<file path="src/rtl/udp_tx_sched.sv">
// Two-channel round-robin scheduler in front of the UDP transmit core.
// Handles grant, start pulse, byte steering, inter-packet gap and done watchdog.
module udp_tx_sched #(
  parameter logic [15:0] MAX_BYTES      = 16'd1472,
  parameter int          IFG_CYCLES     = 16,
  parameter int          TIMEOUT_CYCLES = 65535
) (
  input  logic        gmii_tx_clk,
  input  logic        rst_n,
  input  logic        ch0_req,
  input  logic [15:0] ch0_byte_num,
  input  logic [7:0]  ch0_data,
  output logic        ch0_gnt,
  output logic        ch0_rd_en,
  output logic        ch0_done,
  output logic        ch0_reject,
  input  logic        ch1_req,
  input  logic [15:0] ch1_byte_num,
  input  logic [7:0]  ch1_data,
  output logic        ch1_gnt,
  output logic        ch1_rd_en,
  output logic        ch1_done,
  output logic        ch1_reject,
  output logic        tx_start_en,
  output logic [15:0] tx_byte_num,
  output logic [7:0]  tx_data,
  input  logic        tx_req,
  input  logic        udp_tx_done,
  output logic        busy,
  output logic        timeout_err,
  output logic        overrun_err
);

  typedef enum logic [1:0] {IDLE, START, WAIT_DONE, GAP} state_t;

  localparam logic [15:0] IFG_LOAD = 16'(IFG_CYCLES);
  localparam logic [31:0] TO_LIMIT = 32'(TIMEOUT_CYCLES);

  state_t      state;
  logic        rr;
  logic [16:0] beat_cnt;
  logic [31:0] wd_cnt;
  logic [15:0] gap_cnt;

  logic        cand;
  logic        cand_valid;
  logic [15:0] cand_len;
  logic        cand_ok;

  always_comb begin
    cand_valid = ch0_req | ch1_req;
    cand       = (ch0_req & ch1_req) ? rr : ch1_req;
    cand_len   = cand ? ch1_byte_num : ch0_byte_num;
    cand_ok    = (cand_len != 16'd0) && (cand_len <= MAX_BYTES);
  end

  assign ch0_rd_en = (state == WAIT_DONE) & tx_req & ch0_gnt;
  assign ch1_rd_en = (state == WAIT_DONE) & tx_req & ch1_gnt;
  assign tx_data   = ch0_gnt ? ch0_data : (ch1_gnt ? ch1_data : 8'd0);
  assign busy      = (state != IDLE);

  always_ff @(posedge gmii_tx_clk or negedge rst_n) begin
    if (!rst_n) begin
      state       <= IDLE;
      rr          <= 1'b0;
      beat_cnt    <= '0;
      wd_cnt      <= '0;
      gap_cnt     <= '0;
      ch0_gnt     <= 1'b0;
      ch1_gnt     <= 1'b0;
      ch0_done    <= 1'b0;
      ch1_done    <= 1'b0;
      ch0_reject  <= 1'b0;
      ch1_reject  <= 1'b0;
      tx_start_en <= 1'b0;
      tx_byte_num <= '0;
      timeout_err <= 1'b0;
      overrun_err <= 1'b0;
    end else begin
      tx_start_en <= 1'b0;
      ch0_done    <= 1'b0;
      ch1_done    <= 1'b0;
      ch0_reject  <= 1'b0;
      ch1_reject  <= 1'b0;
      case (state)
        IDLE: begin
          // A request that was just refused is not looked at again until its reject pulse ends
          if (cand_valid && !ch0_reject && !ch1_reject) begin
            rr <= ~cand;
            if (cand_ok) begin
              tx_byte_num <= cand_len;
              ch0_gnt     <= ~cand;
              ch1_gnt     <= cand;
              tx_start_en <= 1'b1;
              state       <= START;
            end else begin
              ch0_reject <= ~cand;
              ch1_reject <= cand;
            end
          end
        end
        START: begin
          beat_cnt <= '0;
          wd_cnt   <= 32'd1;
          state    <= WAIT_DONE;
        end
        WAIT_DONE: begin
          if (tx_req) begin
            beat_cnt <= beat_cnt + 17'd1;
            if ((beat_cnt + 17'd1) > {1'b0, tx_byte_num}) overrun_err <= 1'b1;
          end
          // Watchdog counts cycles since the start pulse; a real done always wins
          if (udp_tx_done || (wd_cnt + 32'd1 >= TO_LIMIT)) begin
            if (!udp_tx_done) timeout_err <= 1'b1;
            ch0_done <= ch0_gnt;
            ch1_done <= ch1_gnt;
            ch0_gnt  <= 1'b0;
            ch1_gnt  <= 1'b0;
            gap_cnt  <= IFG_LOAD;
            if (IFG_CYCLES == 0) state <= IDLE;
            else                 state <= GAP;
          end else begin
            wd_cnt <= wd_cnt + 32'd1;
          end
        end
        GAP: begin
          if (gap_cnt <= 16'd1) state <= IDLE;
          else                  gap_cnt <= gap_cnt - 16'd1;
        end
        default: state <= IDLE;
      endcase
    end
  end

endmodule
</file>
<file path="config.mk">
export PLATFORM = sky130hd
export DESIGN_NAME = udp_tx_sched
export DESIGN_NICKNAME = d
export VERILOG_FILES = /design/src/rtl/udp_tx_sched.sv
export SDC_FILE = /design/constraint.sdc
export NUM_CORES = 1
export LEC_CHECK = 0
export BUFFER_PORTS_ARGS = -buffer_cell sky130_fd_sc_hd__buf_2
export CAP_MARGIN = 10
export CORE_ASPECT_RATIO = 0.5
export CORE_UTILIZATION = 60
export CTS_CLUSTER_SIZE = 25
export DETAILED_ROUTE_END_ITERATION = 8
export GPL_TIMING_DRIVEN = 1
export PLACE_DENSITY = 0.95
export SETUP_SLACK_MARGIN = 0.3
export SLEW_MARGIN = 30
export SYNTH_ARGS = -nofsm -noshare
export SYNTH_HDL_FRONTEND = slang
export SYNTH_SLANG_ARGS = --single-unit
export TNS_END_PERCENT = 5
</file>
<file path="constraint.sdc">
create_clock -name gmii_tx_clk -period 8.46 [get_ports gmii_tx_clk]
set_input_delay 0.846 -clock gmii_tx_clk [delete_from_list [all_inputs] [get_ports gmii_tx_clk]]
set_output_delay 0.846 -clock gmii_tx_clk [all_outputs]
set_load 0.03 [all_outputs]
</file>
== Yosys cells after proc, flatten, opt, wreduce, memory -nomap -nowiden ==
Cells that the tools add are included.

* Register bits: 93
* Logic and storage cells: 96
* Input port bits: 54
* Output and inout bits: 36

* $lt $le $gt $ge: 4
* Add/subtract/negate cells: 3
* Reductions and logical operators: 21
* Eq/ne operators: 10
* Bitwise gates (word level): 7
* Muxes and demuxes: 36

{| class="wikitable"
|+ Operators by type and width
! operator !! number
|-
| 32-bit one-hot mux with 2 select lines || 1
|-
| 16-bit two-way mux || 3
|-
| 17-bit one-hot mux with 2 select lines || 1
|-
| 32-bit by 1-bit adder with 32-bit output (second input constant) || 1
|-
| 32-bit by 16-bit greater-or-equal comparator with 1-bit output (second input constant) || 1
|-
| 32-bit two-way mux || 1
|-
| 16-bit one-hot mux with 2 select lines || 1
|-
| 1-bit two-way mux || 19
|-
| 17-bit by 1-bit adder with 17-bit output (second input constant) || 1
|-
| 17-bit by 16-bit greater-than comparator with 1-bit output || 1
|-
| 17-bit two-way mux || 1
|-
| 16-bit by 1-bit <= comparator with 1-bit output (second input constant) || 1
|-
| 16-bit by 11-bit <= comparator with 1-bit output (second input constant) || 1
|-
| 8-bit two-way mux || 2
|-
| 16-bit nonzero test || 1
|-
| 16-bit by 1-bit subtractor with 16-bit output (second input constant) || 1
|-
| 2-bit inequality test (second input constant) || 6
|-
| 3-bit AND reduction || 4
|-
| 2-bit two-way mux || 4
|-
| 2-bit one-hot mux with 4 select lines || 1
|-
| 4-bit AND reduction || 2
|-
| 2-bit nonzero test || 4
|-
| 2-bit AND reduction || 3
|-
| 1-bit bitwise AND || 4
|-
| other kinds (10) || 16
|}

== Logic depth before layout (Yosys ltp) ==
* Word-level depth: 8
* Mapped depth: 14
* Mapped depth without buffers: 14

== Worst setup path after synthesis ==
Ideal clock, no wire load.

* Path kind: reg-to-reg
* Start point: register wd_cnt[7]
* End point: register gap_cnt[4]
* Buffers on the path: 0
* Required time: 8329 ps
* Data arrival time: 3025 ps
* Slack: 5304 ps
* Stages on the path, launching flop included: 10
* Library setup time: 131 ps
* Cells stage by stage: dfrtp_1 nand4_4 or3_4 nor3_1 mux2_2 o21ai_0 nand3_1 or4_4 o21a_1 or3_1

* Word-level cells in the longest chain between the ends: 5

{| class="wikitable"
|+ RTL lines
! item !! RTL line !! source
|-
| start: declaration || 42 || <nowiki>logic [31:0] wd_cnt;</nowiki>
|-
| start signal: assignment || 123 || <nowiki>wd_cnt <= wd_cnt + 32'd1;</nowiki>
|-
| 32-bit by 1-bit adder with 32-bit output || 113 || <nowiki>if (udp_tx_done || (wd_cnt + 32'd1 >= TO_LIMIT)) begin</nowiki>
|-
| 32-bit by 16-bit greater-or-equal comparator with 1-bit output || 113 ||
|-
| 1-bit logical OR || 113 ||
|-
| 2-bit by 1-bit inequality test with 1-bit output (no source line) || - ||
|-
| 3-bit AND reduction (no source line) || - ||
|-
| end signal: assignment || 128 || <nowiki>else gap_cnt <= gap_cnt - 16'd1;</nowiki>
|-
| end: declaration || 43 || <nowiki>logic [15:0] gap_cnt;</nowiki>
|}

No other way between the ends.
A chain may end at the register's enable or synchronous reset.

== Worst setup path in the final report ==
* Start point: register wd_cnt[1]
* End point: register gap_cnt[4]

The elaborated chain is that of the path after synthesis.

==> metrics <==
total power draw=1.81 mW; Critical path buffers and inverters=0; maximum level of the CTS H-tree=3; proportion of synthesized flip-flops having asynchronous set or reset=100%; upper clock frequency limit=250 MHz; horizontal die dimension=140 um; global-route wire length before repair=24400 um; headroom to the max-slew limit=between 40% and 50%; number of rows in the core area=24; vias post-DR=5383; startpoint-to-endpoint class of the critical path=flip-flop to flip-flop; aggregate routed wire length=roughly 15000 um; Synth Instances=636; area of the mapped netlist=5720 um^2; Cell variety after synth=slightly below 60; cell class contributing the biggest share of worst-path delay=simple AND/OR/NAND/NOR gates; Setup violations, final=0; most common library cell in the layout ignoring fill and taps=sky130_fd_sc_hd__dfrtp_1; first-pass iteration count of the detailed router=5; startpoint class of the critical path=flip-flop; Primary FF master, synth=sky130_fd_sc_hd__dfrtp_1; fill cell count=561; number of antenna-violating nets in the routed design=0; count of buffers inserted at the top-level ports=just under 90; TritonCTS Buffers=9; buffer depth of the longest clock path=2; delay of the slowest critical-path stage=0.69 ns; Hold Buf Count CTS=0; number of hold violations in the final report=0; top library cells by usage in the layout, fill and taps aside=93 x sky130_fd_sc_hd__dfrtp_1, 88 x sky130_fd_sc_hd__buf_2, 54 x sky130_fd_sc_hd__nor2_1, 51 x sky130_fd_sc_hd__o21ai_0, 43 x sky130_fd_sc_hd__nand2_1; share of cells above drive strength 1=17.5%; vertical extent of the die=71.0 um; Std-Cell Core Area=8980 um^2; power density relative to cell area=276 nW/um^2; crit path cell chain=ha_1, and3_1, nand2_1, nor3_1, mux2_2, o21ai_0, nand3_1, or4_4, o21a_1, or3_1; pin count of the biggest net entering global routing=67; TritonCTS clock tree=yes; total half-perimeter wirelength after legalization and detailed placement=roughly 10000 um; synthesized area per cell=8.99 um^2; # DRC=0; Post-synth EDFFs=0; average wire length per cell after detail routing=17.6 um; kind of end point of the critical path=flip-flop; antenna violations before repair=0; type of the tightest min-delay check=input port to async pin; post-synthesis sequential area ratio=just over 40%; # clock sinks=93; crit path DAT=4.23 ns; CTS clock-pin slew for the worst setup and hold paths=0.07 ns; layout net count=between 700 and 800; actual transition at the worst max-transition pin=0.812 ns; setup repair after global routing missed its margin=no; Clk Latency, worst-skew pair=around 0.35 ns; nets in the synthesized netlist=between 700 and 800; total negative slack for setup checks=0 ns; worst endpoint required time=8.69 ns; worst-path fanout max=14; Max VDD drop=0.000225 V; Vias per Instance=6.44; leak pwr=3.20 nW; Warnings, synthesis=0; Final Wtd Congestion=0.936; critical-path cell with the highest stage delay=sky130_fd_sc_hd__or4_4; starting density of the core=63.7%; Root Buffer=sky130_fd_sc_hd__clkbuf_16; die area=9950 um^2; number of DRC markers in iteration 0=420; number of cells upsized or downsized after cts=0; number of placed I/O pins=90; setup repair bufs after CTS=0; worst clock skew=0.0108 ns; Layout area overhead=14.6%; GRT Total Usage=31.0%; MaxCap Viol Count=0; global-route congestion overflow total=0; total count of max-transition violations in the final report=0; final worst path period need=~4 ns; via count of the first global-routing pass=5125; flip-flop and latch count after synthesis=93; total inserted antenna cells=0; status=complete, no violations; post-route clock period utilization=47.3%
==> worst paths after layout <==
check                             from     endpoint  slack (ns)  cells past startpoint
max                          wd_cnt[1]   gap_cnt[4]        4.46                     10
min                              rst_n           rr        0.39                      1
max reg2reg                  wd_cnt[1]   gap_cnt[4]        4.46                     10
min reg2reg                timeout_err  timeout_err        0.48                      1
max in group asynchronous        rst_n   wd_cnt[22]        6.92                      2
min in group gmii_tx_clk   timeout_err  timeout_err        0.48                      1
==> worst reg2reg max path: stages (launching register included) <==
cell and delay, ns:
sky130_fd_sc_hd__dfrtp_1 0.47, sky130_fd_sc_hd__ha_1 0.26, sky130_fd_sc_hd__and3_1 0.24, sky130_fd_sc_hd__nand2_1 0.18, sky130_fd_sc_hd__nor3_1 0.30, sky130_fd_sc_hd__mux2_2 0.36, sky130_fd_sc_hd__o21ai_0 0.19, sky130_fd_sc_hd__nand3_1 0.42
sky130_fd_sc_hd__or4_4 0.69, sky130_fd_sc_hd__o21a_1 0.36, sky130_fd_sc_hd__or3_1 0.43
==> cells in the mapped netlist, types with 4 or more instances <==
cell type,number,share of area [%]
sky130_fd_sc_hd__dfrtp_1,93,41
sky130_fd_sc_hd__o31ai_1,10,1.3
sky130_fd_sc_hd__or4_1,7,0.92
sky130_fd_sc_hd__o21ai_0,51,4.5
sky130_fd_sc_hd__nor2b_1,7,0.77
sky130_fd_sc_hd__xor2_1,14,2.1
sky130_fd_sc_hd__clkbuf_1,20,1.3
sky130_fd_sc_hd__a22o_1,15,2.3
sky130_fd_sc_hd__xnor2_1,13,2.0
sky130_fd_sc_hd__nor4_1,11,1.2
sky130_fd_sc_hd__nand4_1,17,1.9
sky130_fd_sc_hd__a31oi_1,4,0.44
sky130_fd_sc_hd__and3_1,14,1.5
sky130_fd_sc_hd__nor2_1,56,3.7
sky130_fd_sc_hd__nand3_1,24,2.1
sky130_fd_sc_hd__a21o_1,8,1.1
sky130_fd_sc_hd__and2_1,22,2.4
sky130_fd_sc_hd__inv_1,29,1.9
sky130_fd_sc_hd__a21oi_1,38,3.3
sky130_fd_sc_hd__a311oi_1,4,0.61
sky130_fd_sc_hd__nor3_1,21,1.8
sky130_fd_sc_hd__and4_1,7,1.1
sky130_fd_sc_hd__nand2b_1,7,0.77
sky130_fd_sc_hd__ha_1,25,5.5
sky130_fd_sc_hd__mux2i_1,13,2.3
sky130_fd_sc_hd__nand2_1,43,2.8
sky130_fd_sc_hd__or3_1,11,1.2
==> registers in the layout, indices dropped and copies added, names as in the netlist, 2 cells and up <==
name         count
beat_cnt        17
state            2
wd_cnt          32
gap_cnt         16
tx_byte_num     16
==> per-layer routing <==
metal	part of all wire [%]	routed length, um	global-route usage (%)
met5	0	0	0
met4	3.6	534	15.8
met3	6.5	954	5.42
met2	47	6970	50.9
met1	43	6280	40.2
==> cell families after synthesis <==
logic type | share of synthesized area (%)
AOI/OAI and AO/OA | 17.8
adders and majority gates | 5.47
and+or+nand+nor | 25.4
DFF | 40.7
xor gates and xnor gates | 4.14
muxes | 2.87
buffers and inverters | 3.68
==> per-stage QoR <==
stage	setup slack, ns	std cells	hold slack (ns)	utilization [%]	instance area (um^2)
after global routing	4.18	836	0.430	73.0	6550
after global placement	4.64	820	0.468	69.4	6230
final	4.46	836	0.394	73.0	6550
after detailed placement	4.52	820	0.462	69.4	6230
after floorplan	5.30	636	0.459	-	5720
after CTS	4.52	836	0.409	72.9	6540
==> layout make-up <==
cell class                 instances  area [um^2]  share of cell area (%)
sequential                        93         2330                    35.5
multi-input combinational        489         3190                    48.7
clock buffer                      12          256                    3.92
tap                              117          146                    2.23
clock inverter                     4         52.6                   0.802
inverter                          29          109                    1.66
timing repair buffer              92          470                    7.18
==> power by group <==
part	switching, mW	leakage (nW)	internal, mW
sequential	0.0970	1.24	0.532
combinational	0.499	1.80	0.257
clock	0.174	0.154	0.247
total	0.771	3.20	1.04
(Power assumes the default switching activity.)
